**config.mk**
```make
export PLATFORM = sky130hd
export DESIGN_NAME = dmem_arbiter_flat
export DESIGN_NICKNAME = d
export VERILOG_FILES = /design/src/rtl/dmem_arbiter_if.sv /design/src/rtl/dmem_arbiter.sv /design/src/flat_wrapper.sv
export SDC_FILE = /design/constraint.sdc
export NUM_CORES = 1
export LEC_CHECK = 0
export CORE_MARGIN = 4
export CORE_UTILIZATION = 30
export CTS_CLUSTER_DIAMETER = 120
export CTS_CLUSTER_SIZE = 20
export DETAILED_ROUTE_END_ITERATION = 8
export PLACE_DENSITY = 0.76
export SLEW_MARGIN = 10
export SYNTH_ARGS = -nofsm -noshare
export SYNTH_HDL_FRONTEND = slang
export SYNTH_SLANG_ARGS = --single-unit
```
**constraint.sdc**
```tcl
create_clock -name i_clk -period 2.6 [get_ports i_clk]
set_input_delay 0.52 -clock i_clk [delete_from_list [all_inputs] [get_ports i_clk]]
set_output_delay 0.52 -clock i_clk [all_outputs]
set_load 0.02 [all_outputs]
```
**src/rtl/dmem_arbiter_if.sv**
```systemverilog
// Bus bundle between the two requesters, the arbiter and the single-port data memory.
// slave modport: arbiter side; master modport: requester/memory side.
interface dmem_arbiter_if #(
    parameter int unsigned DATA_W = 32,
    parameter int unsigned ADDR_W = 32
);
    logic              p0_req;
    logic              p0_we;
    logic [ADDR_W-1:0] p0_addr;
    logic [DATA_W-1:0] p0_wdata;
    logic              p0_ack;
    logic              p0_err;

    logic              p1_req;
    logic              p1_we;
    logic [ADDR_W-1:0] p1_addr;
    logic [DATA_W-1:0] p1_wdata;
    logic              p1_ack;
    logic              p1_err;

    logic [DATA_W-1:0] rdata;
    logic              busy;

    logic [ADDR_W-1:0] mem_a;
    logic              mem_we;
    logic [DATA_W-1:0] mem_wd;
    logic [DATA_W-1:0] mem_rd;

    modport slave (
        input  p0_req, p0_we, p0_addr, p0_wdata,
        input  p1_req, p1_we, p1_addr, p1_wdata,
        input  mem_rd,
        output p0_ack, p0_err, p1_ack, p1_err,
        output rdata, busy,
        output mem_a, mem_we, mem_wd
    );

    modport master (
        output p0_req, p0_we, p0_addr, p0_wdata,
        output p1_req, p1_we, p1_addr, p1_wdata,
        output mem_rd,
        input  p0_ack, p0_err, p1_ack, p1_err,
        input  rdata, busy,
        input  mem_a, mem_we, mem_wd
    );
endinterface

```
**src/rtl/dmem_arbiter.sv**
```systemverilog
// Two-port arbiter in front of the single-port data memory (P0 = LSU, P1 = loader/debug).
// IDLE picks a winner and registers its command; ACCESS drives the memory for one cycle and
// returns ack/err/rdata on the following cycle.
// Optional feature: define ARB_ROUND_ROBIN_EN for round-robin on ties; default is fixed
// priority with P0 winning.
module dmem_arbiter #(
    parameter int unsigned DATA_W    = 32,
    parameter int unsigned ADDR_W    = 32,
    parameter int unsigned MEM_WORDS = 2048
) (
    input  logic           i_clk,
    input  logic           i_rst_n,
    dmem_arbiter_if.slave  io_bus
);
    // One past the last valid byte address; one extra bit so the compare cannot wrap.
    localparam logic [ADDR_W:0] AddrLimit = (ADDR_W + 1)'(64'(MEM_WORDS) * 64'd4);

    typedef enum logic {StIdle, StAccess} state_e;

    state_e            r_state;
    logic              r_cmd_we;
    logic              r_cmd_id;
    logic              r_cmd_err;
    logic [ADDR_W-1:0] r_cmd_addr;
    logic [DATA_W-1:0] r_cmd_wdata;
    logic [DATA_W-1:0] r_rdata;
    logic              r_p0_ack;
    logic              r_p0_err;
    logic              r_p1_ack;
    logic              r_p1_err;

    logic              w_elig0;
    logic              w_elig1;
    logic              w_grant_id;
    logic              w_grant_we;
    logic [ADDR_W-1:0] w_grant_addr;
    logic [DATA_W-1:0] w_grant_wdata;
    logic              w_grant_err;

    // A port whose ack is high this cycle has just completed and is not re-granted yet.
    assign w_elig0 = io_bus.p0_req & ~r_p0_ack;
    assign w_elig1 = io_bus.p1_req & ~r_p1_ack;

`ifdef ARB_ROUND_ROBIN_EN
    logic r_last_id;

    // On a tie, grant the port that was not granted last.
    assign w_grant_id = (w_elig0 & w_elig1) ? ~r_last_id : w_elig1;
`else
    // Fixed priority: P1 only wins when P0 is not eligible.
    assign w_grant_id = ~w_elig0;
`endif

    assign w_grant_we    = w_grant_id ? io_bus.p1_we    : io_bus.p0_we;
    assign w_grant_addr  = w_grant_id ? io_bus.p1_addr  : io_bus.p0_addr;
    assign w_grant_wdata = w_grant_id ? io_bus.p1_wdata : io_bus.p0_wdata;
    assign w_grant_err   = (w_grant_addr[1:0] != 2'b00) | ({1'b0, w_grant_addr} >= AddrLimit);

    // Arbitration FSM with registered command, ack/err pulses and read data.
    always_ff @(posedge i_clk or negedge i_rst_n) begin
        if (!i_rst_n) begin
            r_state     <= StIdle;
            r_cmd_we    <= 1'b0;
            r_cmd_id    <= 1'b0;
            r_cmd_err   <= 1'b0;
            r_cmd_addr  <= '0;
            r_cmd_wdata <= '0;
            r_rdata     <= '0;
            r_p0_ack    <= 1'b0;
            r_p0_err    <= 1'b0;
            r_p1_ack    <= 1'b0;
            r_p1_err    <= 1'b0;
`ifdef ARB_ROUND_ROBIN_EN
            r_last_id   <= 1'b1;
`endif
        end else begin
            case (r_state)
                StIdle: begin
                    r_p0_ack <= 1'b0;
                    r_p0_err <= 1'b0;
                    r_p1_ack <= 1'b0;
                    r_p1_err <= 1'b0;
                    if (w_elig0 | w_elig1) begin
                        r_cmd_id    <= w_grant_id;
                        r_cmd_we    <= w_grant_we;
                        r_cmd_addr  <= w_grant_addr;
                        r_cmd_wdata <= w_grant_wdata;
                        r_cmd_err   <= w_grant_err;
                        r_state     <= StAccess;
                    end
                end
                StAccess: begin
                    r_rdata  <= (r_cmd_we | r_cmd_err) ? '0 : io_bus.mem_rd;
                    r_p0_ack <= ~r_cmd_id;
                    r_p0_err <= ~r_cmd_id & r_cmd_err;
                    r_p1_ack <= r_cmd_id;
                    r_p1_err <= r_cmd_id & r_cmd_err;
                    r_state  <= StIdle;
`ifdef ARB_ROUND_ROBIN_EN
                    r_last_id <= r_cmd_id;
`endif
                end
                default: r_state <= StIdle;
            endcase
        end
    end

    // Memory strobe is combinational from state so an async reset kills it at once.
    assign io_bus.busy   = (r_state == StAccess);
    assign io_bus.mem_we = io_bus.busy & r_cmd_we & ~r_cmd_err;
    assign io_bus.mem_a  = r_cmd_addr;
    assign io_bus.mem_wd = r_cmd_wdata;
    assign io_bus.rdata  = r_rdata;
    assign io_bus.p0_ack = r_p0_ack;
    assign io_bus.p0_err = r_p0_err;
    assign io_bus.p1_ack = r_p1_ack;
    assign io_bus.p1_err = r_p1_err;
endmodule

```
**src/flat_wrapper.sv**
```systemverilog
// flat-port wrapper written by rule: the top's interface ports become plain ports
module dmem_arbiter_flat 
#(
    parameter int unsigned DATA_W    = 32,
    parameter int unsigned ADDR_W    = 32,
    parameter int unsigned MEM_WORDS = 2048
)
  (i_clk, i_rst_n, io_bus_p0_req, io_bus_p0_we, io_bus_p0_addr, io_bus_p0_wdata, io_bus_p1_req, io_bus_p1_we, io_bus_p1_addr, io_bus_p1_wdata, io_bus_mem_rd, io_bus_p0_ack, io_bus_p0_err, io_bus_p1_ack, io_bus_p1_err, io_bus_rdata, io_bus_busy, io_bus_mem_a, io_bus_mem_we, io_bus_mem_wd);
  dmem_arbiter_if #(.DATA_W(DATA_W), .ADDR_W(ADDR_W)) io_bus_i ();
  input  logic i_clk;
  input  logic i_rst_n;
  input wire logic [$bits(io_bus_i.p0_req)-1:0] io_bus_p0_req;
  input wire logic [$bits(io_bus_i.p0_we)-1:0] io_bus_p0_we;
  input wire logic [$bits(io_bus_i.p0_addr)-1:0] io_bus_p0_addr;
  input wire logic [$bits(io_bus_i.p0_wdata)-1:0] io_bus_p0_wdata;
  input wire logic [$bits(io_bus_i.p1_req)-1:0] io_bus_p1_req;
  input wire logic [$bits(io_bus_i.p1_we)-1:0] io_bus_p1_we;
  input wire logic [$bits(io_bus_i.p1_addr)-1:0] io_bus_p1_addr;
  input wire logic [$bits(io_bus_i.p1_wdata)-1:0] io_bus_p1_wdata;
  input wire logic [$bits(io_bus_i.mem_rd)-1:0] io_bus_mem_rd;
  output wire logic [$bits(io_bus_i.p0_ack)-1:0] io_bus_p0_ack;
  output wire logic [$bits(io_bus_i.p0_err)-1:0] io_bus_p0_err;
  output wire logic [$bits(io_bus_i.p1_ack)-1:0] io_bus_p1_ack;
  output wire logic [$bits(io_bus_i.p1_err)-1:0] io_bus_p1_err;
  output wire logic [$bits(io_bus_i.rdata)-1:0] io_bus_rdata;
  output wire logic [$bits(io_bus_i.busy)-1:0] io_bus_busy;
  output wire logic [$bits(io_bus_i.mem_a)-1:0] io_bus_mem_a;
  output wire logic [$bits(io_bus_i.mem_we)-1:0] io_bus_mem_we;
  output wire logic [$bits(io_bus_i.mem_wd)-1:0] io_bus_mem_wd;
  assign io_bus_i.p0_req = io_bus_p0_req;
  assign io_bus_i.p0_we = io_bus_p0_we;
  assign io_bus_i.p0_addr = io_bus_p0_addr;
  assign io_bus_i.p0_wdata = io_bus_p0_wdata;
  assign io_bus_i.p1_req = io_bus_p1_req;
  assign io_bus_i.p1_we = io_bus_p1_we;
  assign io_bus_i.p1_addr = io_bus_p1_addr;
  assign io_bus_i.p1_wdata = io_bus_p1_wdata;
  assign io_bus_i.mem_rd = io_bus_mem_rd;
  assign io_bus_p0_ack = io_bus_i.p0_ack;
  assign io_bus_p0_err = io_bus_i.p0_err;
  assign io_bus_p1_ack = io_bus_i.p1_ack;
  assign io_bus_p1_err = io_bus_i.p1_err;
  assign io_bus_rdata = io_bus_i.rdata;
  assign io_bus_busy = io_bus_i.busy;
  assign io_bus_mem_a = io_bus_i.mem_a;
  assign io_bus_mem_we = io_bus_i.mem_we;
  assign io_bus_mem_wd = io_bus_i.mem_wd;
  dmem_arbiter #(.DATA_W(DATA_W), .ADDR_W(ADDR_W), .MEM_WORDS(MEM_WORDS)) u_core (.i_clk(i_clk), .i_rst_n(i_rst_n), .io_bus(io_bus_i));
endmodule
```
-- Word level (Yosys, flattened, before mapping)
Cells that the tools add are included.
- bits in registers: 104
- bits of input ports: 166
- output and inout bits: 102
- logic and storage cells: 39
- $lt $le $gt $ge: 1
- mux-type cells: 10
- bitwise operators: 15
- reduce and logical (&&, ||, !) cells: 2
- operator list (kind ; number):
    2-to-1 mux 32 bit ; 3
    >= comparator 32 x 14 -> 1 bit (second input constant) ; 1
    case mux 1 bit (2 select lines) ; 5
    bitwise AND 1 bit ; 6
    NOT 1 bit ; 6
    OR 1 bit ; 3
    2-to-1 mux 1 bit ; 2
    AND reduction 2 bit ; 1
    nonzero test 2 bit ; 1

-- Logic depth before layout (Yosys ltp)
- word-level depth: 5
- depth in mapped cells: 7
- depth with buffers taken out: 5

-- Least setup slack after synthesis
No wires, ideal clock.
- path kind: register to output
- from: register u_core.r_state (netlist: u_core.io_bus.busy)
- to: output io_bus_mem_we
- arrival: 1.075 ns
- data required time: 2.080 ns
- slack: 1.005 ns
- cell stages (with the launch flop): 3
- path buffers: 1
- path through: dfrtp_1 -> clkbuf_1 -> and3b_1
- longest elaborated chain between the ends: 2
- RTL lines (item ; RTL line ; source):
    start: declaration ; dmem_arbiter.sv:20 ; state_e r_state;
    start signal: assignment ; dmem_arbiter.sv:62 ; r_state <= StIdle;
    start signal: assignment ; dmem_arbiter.sv:89 ; r_state <= StAccess;
    start signal: assignment ; dmem_arbiter.sv:98 ; r_state <= StIdle;
    bitwise AND 1 bit (2 in series) ; dmem_arbiter.sv:110 ; assign io_bus.mem_we = io_bus.busy & r_cmd_we & ~r_cmd_err;
    end: declaration ; flat_wrapper.sv:28 ; output wire logic [$bits(io_bus_i.mem_we)-1:0] io_bus_mem_we;
No other way between the ends.

-- Worst setup path in the final report
- from: register u_core.r_cmd_err
- to: output io_bus_mem_we
- longest elaborated chain between the ends: 2
- RTL lines (item ; RTL line ; source):
    start: declaration ; dmem_arbiter.sv:23 ; logic r_cmd_err;
    start signal: assignment ; dmem_arbiter.sv:88 ; r_cmd_err <= w_grant_err;
    NOT 1 bit ; dmem_arbiter.sv:110 ;
    bitwise AND 1 bit ; dmem_arbiter.sv:110 ;
No other way between the ends.

==> reports/metrics.csv <==
metric,value,unit
synth_edf_count,0,
io_pins,268,
cts_resized,0,
cts_buffer_depth,2,
io_buffers,267,
worst_slack,0.399,ns
critical_path.cell_chain,and3b_1 -> clkdlybuf4s50_1,
die_area,17400,um2
endpoint_kind,primary output,
coreArea,15100,um2
multi_input_area,1720,um2
seqCellArea,2600,um2
final_util,0.511,
max_freq,454,MHz
crit_fanout,5,
hold_viol_final,0,
reg2reg_slack,0.76,ns
worst_pin_slew,0.533,ns
cp-start-kind,register,
pwr_density_cell,938,nW/um2
synth.cell_area,4610,um2
cpMaxStageDelayCell,clkdlybuf4s50_1,
min_period,2.20,ns
hold_ws,0.0862,ns
drt-total-wl,14000,um
yosys-top-cells-area,"dfrtp_1, mux2i_1, o21ai_1, nand2_1, inv_1",
maxCapViolCount,0,
status,"finished, final reports clean",
worstSkewPairLatency,0.34,ns
grt_pass1_wl,22300,um
grt_max_degree,69,
postSynthCellCount,457,
vias,4059,
total_power,0.00726,W
skew,0.00549,ns
die_w,132,um
cts_tree,built,
reg2reg_from,u_core.io_bus.busy,
cts_num_sinks,104,
yosysMostFrequentCell,dfrtp_1,
async_reset_ff_frac,1.00,
ant_nets,0,
cp.arrival,1.68,ns
path_clk_slew,0.07,ns
tns,0,ns
drc,0,
grt_use_total,0.161,
wire_per_inst,15.4,um
worstPathRequired,2.08,ns
synth_top_area_share,0.565,
ys.warnings.count,0,
cpPeakStageDelay,0.62,ns
ir_drop,0.000500,V
hold_path.class,input pin to async pin,
synth_ff_type,dfrtp_1,
drt_iter0_drc,105,
grt.overflow.total,0,
cts-root-buf,clkbuf_16,
hpwl,11000,um
avgViaCountPerCell,4.46,
routabilityCongestion,0.806,
syn_area_per_cell,10.1,um2
r2r_cells,5,
ys_seq_elements,104,
synth_fp_nets,623,
synthDistinctLibCells,25,
nets,883,
leakage,3.36,nW
drive_above_1_share,0.0443,
critPathLaunch,u_core.r_cmd_err,
first_global_vias,4236,
finalMaxSlewViolations,0,
cts_made_buffers,9,
area_delta_synth_final,67.9,%
cts_hold_buf,0,
fillers,1375,
start_util,0.304,
crit_type,register to primary output,
finalCritPeriodShare,0.846,
grt_antenna_before_repair,0,
setup_viol,0,
rows,45,
yosys.area.top_type,dfrtp_1,
synthTopCellsByCount,"dfrtp_1, nand2_1, o21ai_1, mux2i_1, inv_1",
first_pass_iters,3,
diodes,0,
r2r-end,u_core.io_bus.mem_wd[5],
rsz0062_at_grt,false,
slew_headroom,0.644,
h-tree-depth,3,
pre_cts_ws,0.306,ns
post-cts-setup-buffers,0,
die_h,132,um
synth-seq-area-share,0.565,
-- layout make-up --
class	count	area share
clock buffer	11	0.0301
clock inverter	5	0.00437
timing repair buffer	278	0.361
multi-input combinational	291	0.222
sequential	104	0.336
inverter	33	0.0160
tap	188	0.0304
-- through the flow --
step | instance area, um2 | instances
global route | 7740 | 910
detailed placement | 7470 | 894
finish | 7740 | 910
global placement | 7470 | 894
floorplan | 4610 | 457
CTS | 7740 | 910
-- logic make-up (layout without fill, tap and decap cells) --
kind of cell | after synthesis | count (layout) | synth area share
flip-flops | 104 | 104 | 0.565
multiplexers | 65 | 65 | 0.141
AO/OA/AOI/OAI | 99 | 99 | 0.109
AND/OR/NAND/NOR | 127 | 127 | 0.120
buffers and inverters | 62 | 327 | 0.0646
-- layout by cell type (no fill, tap or decap) --
cell             instances
a21o_4                   1
and2_1                   1
and3_1                   1
and3b_1                  1
buf_12                   3
buf_4                    9
clkbuf_1                 2
clkbuf_16                9
clkdlybuf4s50_1        266
clkinv_2                 2
clkinv_4                 1
clkinvlp_4               2
dfrtp_1                104
inv_1                   32
inv_2                    1
mux2i_1                 65
nand2_1                 99
nand2b_1                 1
nand2b_4                 1
nand3_1                  1
nand4_1                  2
nor2_1                   5
nor2b_1                  1
nor3_1                   2
nor3_2                   2
nor3b_4                  1
nor4_1                   9
o21ai_1                 97
o22a_1                   1
-- worst max-delay path by stage --
stage	end	slack, ns	cells after the start
2_1_floorplan	io_bus_mem_we	1.01	2
4_1_cts	io_bus_mem_we	0.37	2
3_5_place_dp	u_core.r_cmd_err	0.31	6
5_1_grt	io_bus_mem_we	0.34	2
3_3_place_gp	u_core.r_cmd_err	0.32	6
6_report	io_bus_mem_we	0.40	2
-- flip-flops by register name (all words and copies together) (netlist names) --
register / flops
u_core.io_bus.rdata: 32
u_core.r_cmd_id: 1
u_core.io_bus.mem_wd: 32
u_core.io_bus.p1_ack: 1
u_core.io_bus.mem_a: 32
u_core.r_cmd_we: 1
u_core.io_bus.p0_err: 1
u_core.r_cmd_err: 1
u_core.io_bus.p1_err: 1
u_core.io_bus.busy: 1
u_core.io_bus.p0_ack: 1
-- metal layers --
metal	global-route usage	vias to the layer above	routed length, um
met2	0.265	181	6570
li1	-	2048	-
met1	0.190	1806	5810
met3	0.0607	24	1290
met4	0.0683	0	359
met5	0	-	0
-- worst max-delay path: cells and delay by family (launching register included) --
family                 cells  cell delay [ns]
AND/OR/NAND/NOR            1             0.25
buffers and inverters      1             0.62
flip-flops                 1             0.47
-- power by group --
group	switching [W]	internal, W
registers	0.000308	0.00217
logic	0.00190	0.00165
clock network	0.000589	0.000649
(Power assumes the default switching activity.)
